<file path="config.mk">
export PLATFORM = sky130hd
export DESIGN_NAME = optical_manchester_tx_flat
export DESIGN_NICKNAME = d
export VERILOG_FILES = /design/src/rtl/optical_manchester_tx_if.sv /design/src/rtl/optical_manchester_tx.sv /design/src/flat_wrapper.sv
export SDC_FILE = /design/constraint.sdc
export NUM_CORES = 1
export LEC_CHECK = 0
export BUFFER_PORTS_ARGS = -buffer_cell sky130_fd_sc_hd__buf_2
export CAP_MARGIN = 20
export CORE_MARGIN = 1
export CORE_UTILIZATION = 50
export DETAILED_ROUTE_END_ITERATION = 8
export MAX_ROUTING_LAYER = met4
export PLACE_DENSITY = 0.81
export SYNTH_ARGS = -nofsm -noshare
export SYNTH_HDL_FRONTEND = slang
export SYNTH_SLANG_ARGS = --single-unit
export TNS_END_PERCENT = 10
</file>
<file path="constraint.sdc">
create_clock -name clk -period 7.4 [get_ports clk]
set_input_delay 0.37 -clock clk [delete_from_list [all_inputs] [get_ports clk]]
set_output_delay 0.37 -clock clk [all_outputs]
set_load 0.02 [all_outputs]
</file>
<file path="src/rtl/optical_manchester_tx_if.sv">
// Byte handshake between the UART receive path and the optical line encoder.
interface optical_manchester_tx_if;
    logic [7:0] tx_data;
    logic       tx_valid;
    logic       tx_ready;

    modport master (output tx_data, output tx_valid, input tx_ready);
    modport slave  (input tx_data, input tx_valid, output tx_ready);
endinterface

</file>
<file path="src/rtl/optical_manchester_tx.sv">
// Manchester line encoder for the optical link: one byte per frame of
// preamble, SFD, 8 data bits (LSB first) and even parity, then a quiet guard.
//
// state    | meaning
// IDLE     | q=0, ready for a byte
// PREAMBLE | alternating 1,0,... bits
// SFD      | two 1 bits
// DATA     | latched byte, LSB first
// PARITY   | XOR of the data bits
// GUARD    | q=0 for GUARD_BITS bit periods
module optical_manchester_tx #(
    parameter int CLKS_PER_HALF = 434,
    parameter int PREAMBLE_BITS = 8,
    parameter int GUARD_BITS    = 2
) (
    input  logic                       clk,
    input  logic                       rst,
    optical_manchester_tx_if.slave     tx,
    output logic                       q,
    output logic                       busy,
    output logic                       frame_done
);
    localparam int CW   = (CLKS_PER_HALF > 1) ? $clog2(CLKS_PER_HALF) : 1;
    localparam int BMAX = (PREAMBLE_BITS > 8)
                          ? ((PREAMBLE_BITS > GUARD_BITS) ? PREAMBLE_BITS : GUARD_BITS)
                          : ((GUARD_BITS > 8) ? GUARD_BITS : 8);
    localparam int BW   = $clog2(BMAX);

    localparam logic [CW-1:0] CHIP_LAST  = CW'(CLKS_PER_HALF - 1);
    localparam logic [BW-1:0] PRE_LAST   = BW'(PREAMBLE_BITS - 1);
    localparam logic [BW-1:0] SFD_LAST   = BW'(1);
    localparam logic [BW-1:0] DATA_LAST  = BW'(7);
    localparam logic [BW-1:0] GUARD_LAST = BW'((GUARD_BITS > 0) ? GUARD_BITS - 1 : 0);

    typedef enum logic [2:0] {IDLE, PREAMBLE, SFD, DATA, PARITY, GUARD} state_t;

    state_t        state, state_n, follow;
    logic [CW-1:0] chip_cnt, chip_n;
    logic          half, half_n;
    logic [BW-1:0] bit_cnt, bit_n, bit_last;
    logic [7:0]    data_reg, data_n;
    logic          parity, par_n;
    logic          chip_tc, bit_v, q_d;

    always_ff @(posedge clk) begin
        if (rst) begin
            state    <= IDLE;
            chip_cnt <= '0;
            half     <= 1'b0;
            bit_cnt  <= '0;
            data_reg <= '0;
            parity   <= 1'b0;
            q        <= 1'b0;
        end else begin
            state    <= state_n;
            chip_cnt <= chip_n;
            half     <= half_n;
            bit_cnt  <= bit_n;
            data_reg <= data_n;
            parity   <= par_n;
            q        <= q_d;
        end
    end

    always_comb begin
        state_n  = state;
        chip_n   = chip_cnt;
        half_n   = half;
        bit_n    = bit_cnt;
        data_n   = data_reg;
        par_n    = parity;
        bit_last = '0;
        follow   = IDLE;
        bit_v    = 1'b0;
        q_d      = 1'b0;
        chip_tc  = (chip_cnt == CHIP_LAST);

        case (state)
            PREAMBLE: begin bit_last = PRE_LAST;   follow = SFD;    end
            SFD:      begin bit_last = SFD_LAST;   follow = DATA;   end
            DATA:     begin bit_last = DATA_LAST;  follow = PARITY; end
            PARITY:   begin bit_last = '0;         follow = (GUARD_BITS > 0) ? GUARD : IDLE; end
            GUARD:    begin bit_last = GUARD_LAST; follow = IDLE;   end
            default:  begin bit_last = '0;         follow = IDLE;   end
        endcase

        if (state == IDLE) begin
            if (tx.tx_valid) begin
                state_n = PREAMBLE;
                chip_n  = '0;
                half_n  = 1'b0;
                bit_n   = '0;
                data_n  = tx.tx_data;
                par_n   = ^tx.tx_data;
            end
        end else begin
            if (chip_tc) begin
                chip_n = '0;
                half_n = ~half;
            end else begin
                chip_n = chip_cnt + CW'(1);
            end
            if (chip_tc && half) begin
                if (bit_cnt == bit_last) begin
                    bit_n   = '0;
                    state_n = follow;
                end else begin
                    bit_n = bit_cnt + BW'(1);
                end
            end
        end

        // q is registered, so it is derived from the values the counters take next
        case (state_n)
            PREAMBLE: bit_v = ~bit_n[0];
            SFD:      bit_v = 1'b1;
            DATA:     bit_v = data_n[bit_n[2:0]];
            PARITY:   bit_v = par_n;
            default:  bit_v = 1'b0;
        endcase
        if (state_n inside {PREAMBLE, SFD, DATA, PARITY})
            q_d = ~(bit_v ^ half_n);
    end

    assign tx.tx_ready = (state == IDLE);
    assign busy        = (state != IDLE);
    assign frame_done  = (state == PARITY) && half && chip_tc;
endmodule

</file>
<file path="src/flat_wrapper.sv">
// flat-port wrapper written by rule: the top's interface ports become plain ports
module optical_manchester_tx_flat 
#(
    parameter int CLKS_PER_HALF = 434,
    parameter int PREAMBLE_BITS = 8,
    parameter int GUARD_BITS    = 2
)
  (clk, rst, q, busy, frame_done, tx_tx_data, tx_tx_valid, tx_tx_ready);
  optical_manchester_tx_if tx_i ();
  input  logic clk;
  input  logic rst;
  output logic q;
  output logic busy;
  output logic frame_done;
  input wire logic [$bits(tx_i.tx_data)-1:0] tx_tx_data;
  input wire logic [$bits(tx_i.tx_valid)-1:0] tx_tx_valid;
  output wire logic [$bits(tx_i.tx_ready)-1:0] tx_tx_ready;
  assign tx_i.tx_data = tx_tx_data;
  assign tx_i.tx_valid = tx_tx_valid;
  assign tx_tx_ready = tx_i.tx_ready;
  optical_manchester_tx #(.CLKS_PER_HALF(CLKS_PER_HALF), .PREAMBLE_BITS(PREAMBLE_BITS), .GUARD_BITS(GUARD_BITS)) u_core (.clk(clk), .rst(rst), .tx(tx_i), .q(q), .busy(busy), .frame_done(frame_done));
endmodule
</file>
==> metrics.csv, run 1 <==
metric,value,unit
GRT overflow,0,
number of cells on the critical path,12,
count of non-filler cells in the finished layout,258,
Cell variety after synth,53,
FMAX,287,MHz
IO Pins,15,
mux contribution to synthesized area,0.0375,
critical path cell sequence,"ha_1, inv_1, nor4_1, ha_1, or3b_1, o211ai_1, a32oi_1, a22oi_1, a2111oi_2, a2111oi_0, a32oi_1, nand2_1",
"Top FF cell, synth",dfxtp_1,
Placed Instances,254,
Synth Area in Simple Gates,0.281,
synthesized net count,222,
peak fanout along the critical path,14,
row count,20,
RSZ-0062 raised after global routing,no,
Crit Reg-Reg Endpoint,u_core.q,
hold path startpoint,tx_tx_data[1],
post-DP HPWL,2470,um
actual slew at the worst max-slew pin,0.558,ns
Adder-Cell Fraction of Synth Area,0.0300,
Async SR Flop Fraction,0,
Post-synth EDFFs,0,
largest family of logic cells by synthesized area,simple AND/OR/NAND/NOR gates,
Total Routed Length,3430,um
Routability Congestion,0.874,
Tot GR Track Use,0.224,
flop-to-flop setup slack,3.92,ns
P per Cell Area,153,nW/um^2
slowest CP cell,ha_1,
sequential share of power,0.547,
CTS H-tree depth,1,
outcome,"complete, no violations",
first-pass GRT wire length,6030,um
# DRC,0,
setup TNS,0,ns
core area,3100,um^2
worst vdd ir,123,uV
synth warn,0,
end of the worst hold path,u_core.data_reg[1],
Yosys reg bits,26,
internal power,0.000196,W
CTS resizes,0,
area share of xor/xnor cells in the synthesized design,0.0420,
initial drt markers,81,
Net Sw Frac,0.280,
die area,3570,um^2
postcts setup bufs,0,
CP peak stage delay,0.56,ns
CP Class,reg2reg,
area of the mapped netlist,1670,um^2
fin nets,230,
max-slew violations,0,
Worst setup SP type,flip-flop,
Antenna Nets Post-Route,0,
r2r worst-path depth,12,
Synth Area in Compound Gates,0.260,
Psw,0.0000761,W
layout cell share with drive strength beyond 1,0.140,
post-synthesis average cell area,8.06,um^2
Worst EP required,7.68,ns
Mapped Cells,207,
CP top delay family,compound AO/OA/AOI/OAI gates,
P_leak,0.642,nW
port bufs,14,
clk_lat worst skew,0.32,ns
PnR worst setup slack,3.92,ns
Avg WL per Cell,13.3,um
Final min period,3.48,ns
crit end category,flip-flop,
drt first pass iters,4,
vias in the first global route,1388,
Chip Width,59.8,um
worst path arrival time,3.76,ns
initial antenna violation count,0,
Inserted Clock Buffers,3,
clock power share,0.266,
hold slack,0.283,ns
Die Span Y,59.8,um
end-of-flow core utilization,0.573,
Largest register FFs,9,
Worst-path clk slew,0.14,ns
# diodes,0,
drt via density,5.89,
crit path buf inv count,1,
largest net degree at the start of global routing,29,
relative slew slack,0.627,
Setup WS pre-CTS,3.95,ns
Setup Viol. Count Final,0,
area delta synth->final,6.68,%
"Seq/Total Area, Yosys",0.312,
clk_skew,0.00805,ns
Starting Density,0.538,
RR Startpoint,u_core.chip_cnt[0],
CTS tree,yes,
CTS root buf,clkbuf_4,
routed via count,1519,
hold depth,3,
Clock Path Buffers,2,
hold buffers post-CTS,0,
combinational share of power,0.187,
Worst Hold Class,in2reg,
crit share post-route,0.471,
CTS Sinks,26,
Final Hold Vio Count,0,
maxcap violations,0,
==> worst max path at each step <==
stage / from / slack [ns] / end
6_report: u_core.chip_cnt[0] / 3.92 / u_core.q
5_1_grt: u_core.chip_cnt[0] / 3.61 / u_core.q
4_1_cts: u_core.chip_cnt[0] / 3.92 / u_core.q
3_5_place_dp: u_core.chip_cnt[0] / 3.95 / u_core.q
3_3_place_gp: u_core.chip_cnt[0] / 4.15 / u_core.q
2_1_floorplan: u_core.chip_cnt[0] / 4.52 / u_core.q
==> per-stage QoR <==
| step | instance area [um^2] | total power [W] |
|---|---|---|
| 4_1_cts | 1780 | 0.000274 |
| 5_1_grt | 1780 | 0.000286 |
| 2_1_floorplan | 1670 | 0.000191 |
| 3_3_place_gp | 1740 | 0.000201 |
| 6_report | 1780 | 0.000272 |
| 3_5_place_dp | 1740 | 0.000202 |
==> kinds of logic after synthesis <==
kind of cell             count (synthesis)
buffers and inverters                   14
adder cells (fa/ha/maj)                  4
flip-flops                              26
AO/OA/AOI/OAI                           60
XOR/XNOR                                 8
multiplexers                             5
AND/OR/NAND/NOR                         90
==> per-layer routing <==
layer  global-route usage  routed length (um)  vias up
met3               0.0260                  93        2
met4               0.0532                  19        0
met2                0.365                1610       26
met5                    -                   0        -
met1                0.296                1710      723
li1                     -                   -      768
==> Yosys cell counts (2+ instances only) <==
cell / n / area (um^2)
nand3_1: 6 / 30.0
nor4_1: 2 / 12.5
inv_1: 2 / 7.51
or3_1: 4 / 25.0
dfxtp_1: 26 / 521
nor2b_1: 7 / 43.8
nand2b_1: 2 / 12.5
a21oi_1: 25 / 125
or2_2: 2 / 12.5
nand2_1: 24 / 90.1
a311oi_1: 2 / 17.5
a22oi_1: 2 / 15.0
clkbuf_1: 9 / 33.8
a21o_1: 2 / 15.0
nor2_1: 23 / 86.3
o21ai_0: 9 / 45.0
xnor2_1: 8 / 70.1
and4_1: 2 / 17.5
a211oi_1: 2 / 15.0
and3_1: 3 / 18.8
nand3b_1: 4 / 30.0
nor3b_1: 3 / 22.5
ha_1: 4 / 50.1
a32oi_1: 2 / 17.5
mux2i_1: 4 / 40.0
==> worst reg2reg max path, delay by kind of cell, from the launching register on <==
kind | cells | cell delay (ns)
buffers and inverters | 1 | 0.04
and+or+nand+nor | 3 | 0.91
AOI/OAI and AO/OA | 6 | 1.35
DFF | 1 | 0.42
adders and majority gates | 2 | 0.73
==> placed cells by master (no fill, tap or decap), drive strengths merged, types with 4 or more instances in the layout <==
cell type	netlist	layout
or2	4	4
or3	4	4
buf	2	14
dfxtp	26	26
nor2b	8	8
clkbuf	9	4
nor2	23	23
nand3	6	6
xnor2	8	8
nand2	24	24
nand3b	4	4
o21ai	10	10
ha	4	4
mux2i	5	5
a21oi	25	25
==> power groups by stage <==
stage	sequential (W)	clock, W	combinational (W)
6_report	0.000149	0.0000722	0.0000509
2_1_floorplan	0.000151	0	0.0000403
3_5_place_dp	0.000152	0	0.0000509
3_3_place_gp	0.000151	0	0.0000495
4_1_cts	0.000149	0.0000743	0.0000511
5_1_grt	0.000149	0.0000793	0.0000569
==> layout make-up <==
cell class              instances  area [um^2]
clock buffers                   4         36.3
fillers                       325         1320
inverters                       3         11.3
multi-input cells             167         1090
flip-flops and latches         26          520
well taps                      44         55.1
repair buffers                 14         70.1
No activity file was read; power rests on OpenSTA's default activity.
==> run 2: changes to the inputs <==
--- a/config.mk
+++ b/config.mk
@@ -5,6 +5,7 @@
 export SDC_FILE = /design/constraint.sdc
 export NUM_CORES = 1
 export LEC_CHECK = 0
+export ABC_AREA = 1
 export BUFFER_PORTS_ARGS = -buffer_cell sky130_fd_sc_hd__buf_2
 export CAP_MARGIN = 20
 export CORE_MARGIN = 1
==> constraint.sdc (replaced) <==
create_clock -name clk -period 3.5 [get_ports clk]
set_input_delay 0.175 -clock clk [delete_from_list [all_inputs] [get_ports clk]]
set_output_delay 0.175 -clock clk [all_outputs]
set_load 0.02 [all_outputs]
==> run 2 against run 1 <==
Synthesized cell count increased by 18%; sequential power increased by 110%; first-iteration DRC count decreased by 1.2%; count of clock-buffer cells in the layout decreased by 1; sequential cell count unchanged; largest cell class unchanged.
==> metrics.csv, run 2 <==
metric,value,unit,change
worst path arrival time,2.95,ns,-0.81 ns
first-pass GRT wire length,5580,um,-7.5%
outcome,"complete, no violations",,
routed via count,1497,,-1.4%
IO Pins,15,,unchanged
Yosys reg bits,26,,unchanged
synth top area cells,"dfxtp_1 32%, nand2_1 15%, inv_1 6.5%",,
largest net degree at the start of global routing,26,,-10%
Starting Density,0.529,,-0.00864
# DRC,0,,unchanged
"leading cell type in the layout, fill and taps excluded",nand2_1,,
Net Sw Frac,0.297,,+0.0172
Final min period,2.72,ns,-0.766 ns
max-slew violations,0,,unchanged
RSZ-0062 raised after global routing,no,,
post-synthesis average cell area,6.67,um^2,-17%
clock power share,0.229,,-0.037
area of the mapped netlist,1630,um^2,-2.4%
critical path cell sequence,"inv_1, ha_1, nand4_1, nor4_1, ha_1, nand2_1, nor2_2, nand2_4, nor2_2, nor2_4, o21ai_1, nor2_1, nor2_1, nand3_1, nand2_1, nor2_1",,
flop-to-flop setup slack,0.78,ns,-3.13 ns
# diodes,0,,unchanged
P_leak,0.783,nW,+22%
Inserted Clock Buffers,3,,unchanged
Worst Hold Class,in2reg,,
most frequent cell after synthesis,nand2_1,,
core area,3080,um^2,-0.81%
drt via density,4.97,,-16%
clk_skew,0.0117,ns,+0.00362 ns
cell accounting for the most synthesized area,dfxtp_1,,
CP peak stage delay,0.39,ns,-0.17 ns
Worst EP required,3.73,ns,-3.95 ns
Clock Path Buffers,2,,unchanged
fin nets,274,,+19%
Placed Instances,298,,+17%
PnR worst setup slack,0.782,ns,-3.13 ns
CTS tree,yes,,
Tot GR Track Use,0.211,,-0.0136
worst vdd ir,195,uV,+58%
sequential share of power,0.562,,+0.015
Worst-path clk slew,0.15,ns,about the same
CTS resizes,0,,unchanged
Die Span Y,59.1,um,-1.2%
"Top FF cell, synth",dfxtp_1,,
Routability Congestion,0.854,,-2.3%
Antenna Nets Post-Route,0,,unchanged
Mapped Cells,244,,+18%
vias in the first global route,1397,,+0.65%
hold buffers post-CTS,0,,unchanged
Setup Viol. Count Final,0,,unchanged
count of non-filler cells in the finished layout,301,,+17%
Area after DPL,1730,um^2,-0.57%
CTS Sinks,26,,unchanged
CTS H-tree depth,1,,unchanged
Worst setup SP type,flip-flop,,
Setup WS pre-CTS,0.833,ns,-3.12 ns
GRT overflow,0,,unchanged
"Seq/Total Area, Yosys",0.320,,+0.00768
initial antenna violation count,0,,unchanged
layout cell share with drive strength beyond 1,0.148,,+0.00767
share of the synthesized area in the top cell type,0.320,,+0.00768
CTS root buf,clkbuf_4,,
area delta synth->final,7.84,%,
most frequent cells in the layout,"64 x nand2_1, 28 x inv_1, 26 x dfxtp_1",,
crit end category,flip-flop,,
Psw,0.000165,W,+120%
Post-synth EDFFs,0,,unchanged
Total Routed Length,3110,um,-9.4%
Final Hold Vio Count,0,,unchanged
Synth top cells by count,"64 x nand2_1, 28 x inv_1, 26 x dfxtp_1, 25 x nor2_1, 18 x a21oi_1",,
post-DP HPWL,2410,um,-2.5%
actual slew at the worst max-slew pin,0.496,ns,-0.0619 ns
synthesized net count,259,,+17%
die area,3490,um^2,-2.3%
row count,20,,unchanged
initial drt markers,80,,-1.2%
"Design Area, Final",1760,um^2,-1.3%
peak fanout along the critical path,8,,-6
maxcap violations,0,,unchanged
synth warn,0,,unchanged
Chip Width,59.1,um,-1.2%
relative slew slack,0.666,,+0.0387
P per Cell Area,316,nW/um^2,+110%
Avg WL per Cell,10.3,um,-22%
combinational share of power,0.209,,+0.022
Async SR Flop Fraction,0,,unchanged
postcts setup bufs,0,,unchanged
port bufs,14,,unchanged
internal power,0.000390,W,+100%
drt first pass iters,4,,unchanged
slowest CP cell,nor4_1,,
setup TNS,0,ns,unchanged
clk_lat worst skew,0.32,ns,about the same
CP Class,reg2reg,,
CP most frequent cell,nor2_1,,
Largest register FFs,9,,unchanged
Cell variety after synth,35,,-34%
FMAX,368,MHz,+28%
crit share post-route,0.777,,+0.306
-- run 2: cell count changes after synthesis, moves of 5 or more --
cell,change
nand2_1,+40
inv_1,+26
nand3_1,+10
a21oi_1,-7
nand2_2,+7
nor2b_1,-7
clkbuf_1,-6
xor2_1,+5
-- run 2: metal layers --
layer	global-route usage	share of wire	wire length (um)
met1	0.267	0.49	1520
met2	0.351	0.47	1460
met3	0.0197	0.031	95
met4	0.0714	0.0093	29
met5	-	0	0
-- run 2: path summary, 6_finish.rpt --
path	start	end	depth (start not counted)
setup / recovery	u_core.chip_cnt[1]	u_core.q	16
hold reg to reg	u_core.data_reg[0]	u_core.data_reg[0]	2
hold / removal	tx_tx_data[6]	u_core.data_reg[6]	3
setup reg to reg	u_core.chip_cnt[1]	u_core.q	16
-- run 2: cell families (layout without fill, tap and decap cells) --
logic type                 after synthesis  after routing  share of synthesized area
adders and majority gates                4              4                     0.0307
DFF                                     26             26                      0.320
and+or+nand+nor                        127            127                      0.361
buffers and inverters                   38             51                     0.0945
xor gates and xnor gates                11             11                     0.0592
AOI/OAI and AO/OA                       38             38                      0.135
-- run 2: area by class of cell --
cell class,count,area (um^2)
Timing Repair Buffer,15,77.6
Sequential cell,26,520
Clock buffer,3,22.5
Inverter,33,126
Fill cell,297,1320
Tap cell,44,55.1
Multi-Input combinational cell,180,953
-- run 2: worst max-delay path: cells and delay by family, from the launching register on --
kind                     cells  cell delay [ns]
AO/OA/AOI/OAI                1             0.18
buffers and inverters        1             0.09
adder cells (fa/ha/maj)      2             0.52
AND/OR/NAND/NOR             12             1.50
flip-flops                   1             0.35
-- run 2: power groups by stage --
stage | clock network, W | logic [W] | registers, W
3_3_place_gp | 0 | 0.000114 | 0.000319
5_1_grt | 0.000148 | 0.000131 | 0.000314
6_report | 0.000127 | 0.000116 | 0.000312
3_5_place_dp | 0 | 0.000116 | 0.000319
4_1_cts | 0.000131 | 0.000116 | 0.000312
2_1_floorplan | 0 | 0.0000887 | 0.000319
-- run 2: through the flow --
step / utilization / power [W] / hold WS, ns
after floorplan: - / 0.000408 / 0.344
after global placement: 0.563 / 0.000433 / 0.455
after detailed placement: 0.563 / 0.000434 / 0.466
after CTS: 0.570 / 0.000559 / 0.144
after global routing: 0.570 / 0.000592 / 0.131
final: 0.570 / 0.000555 / 0.143
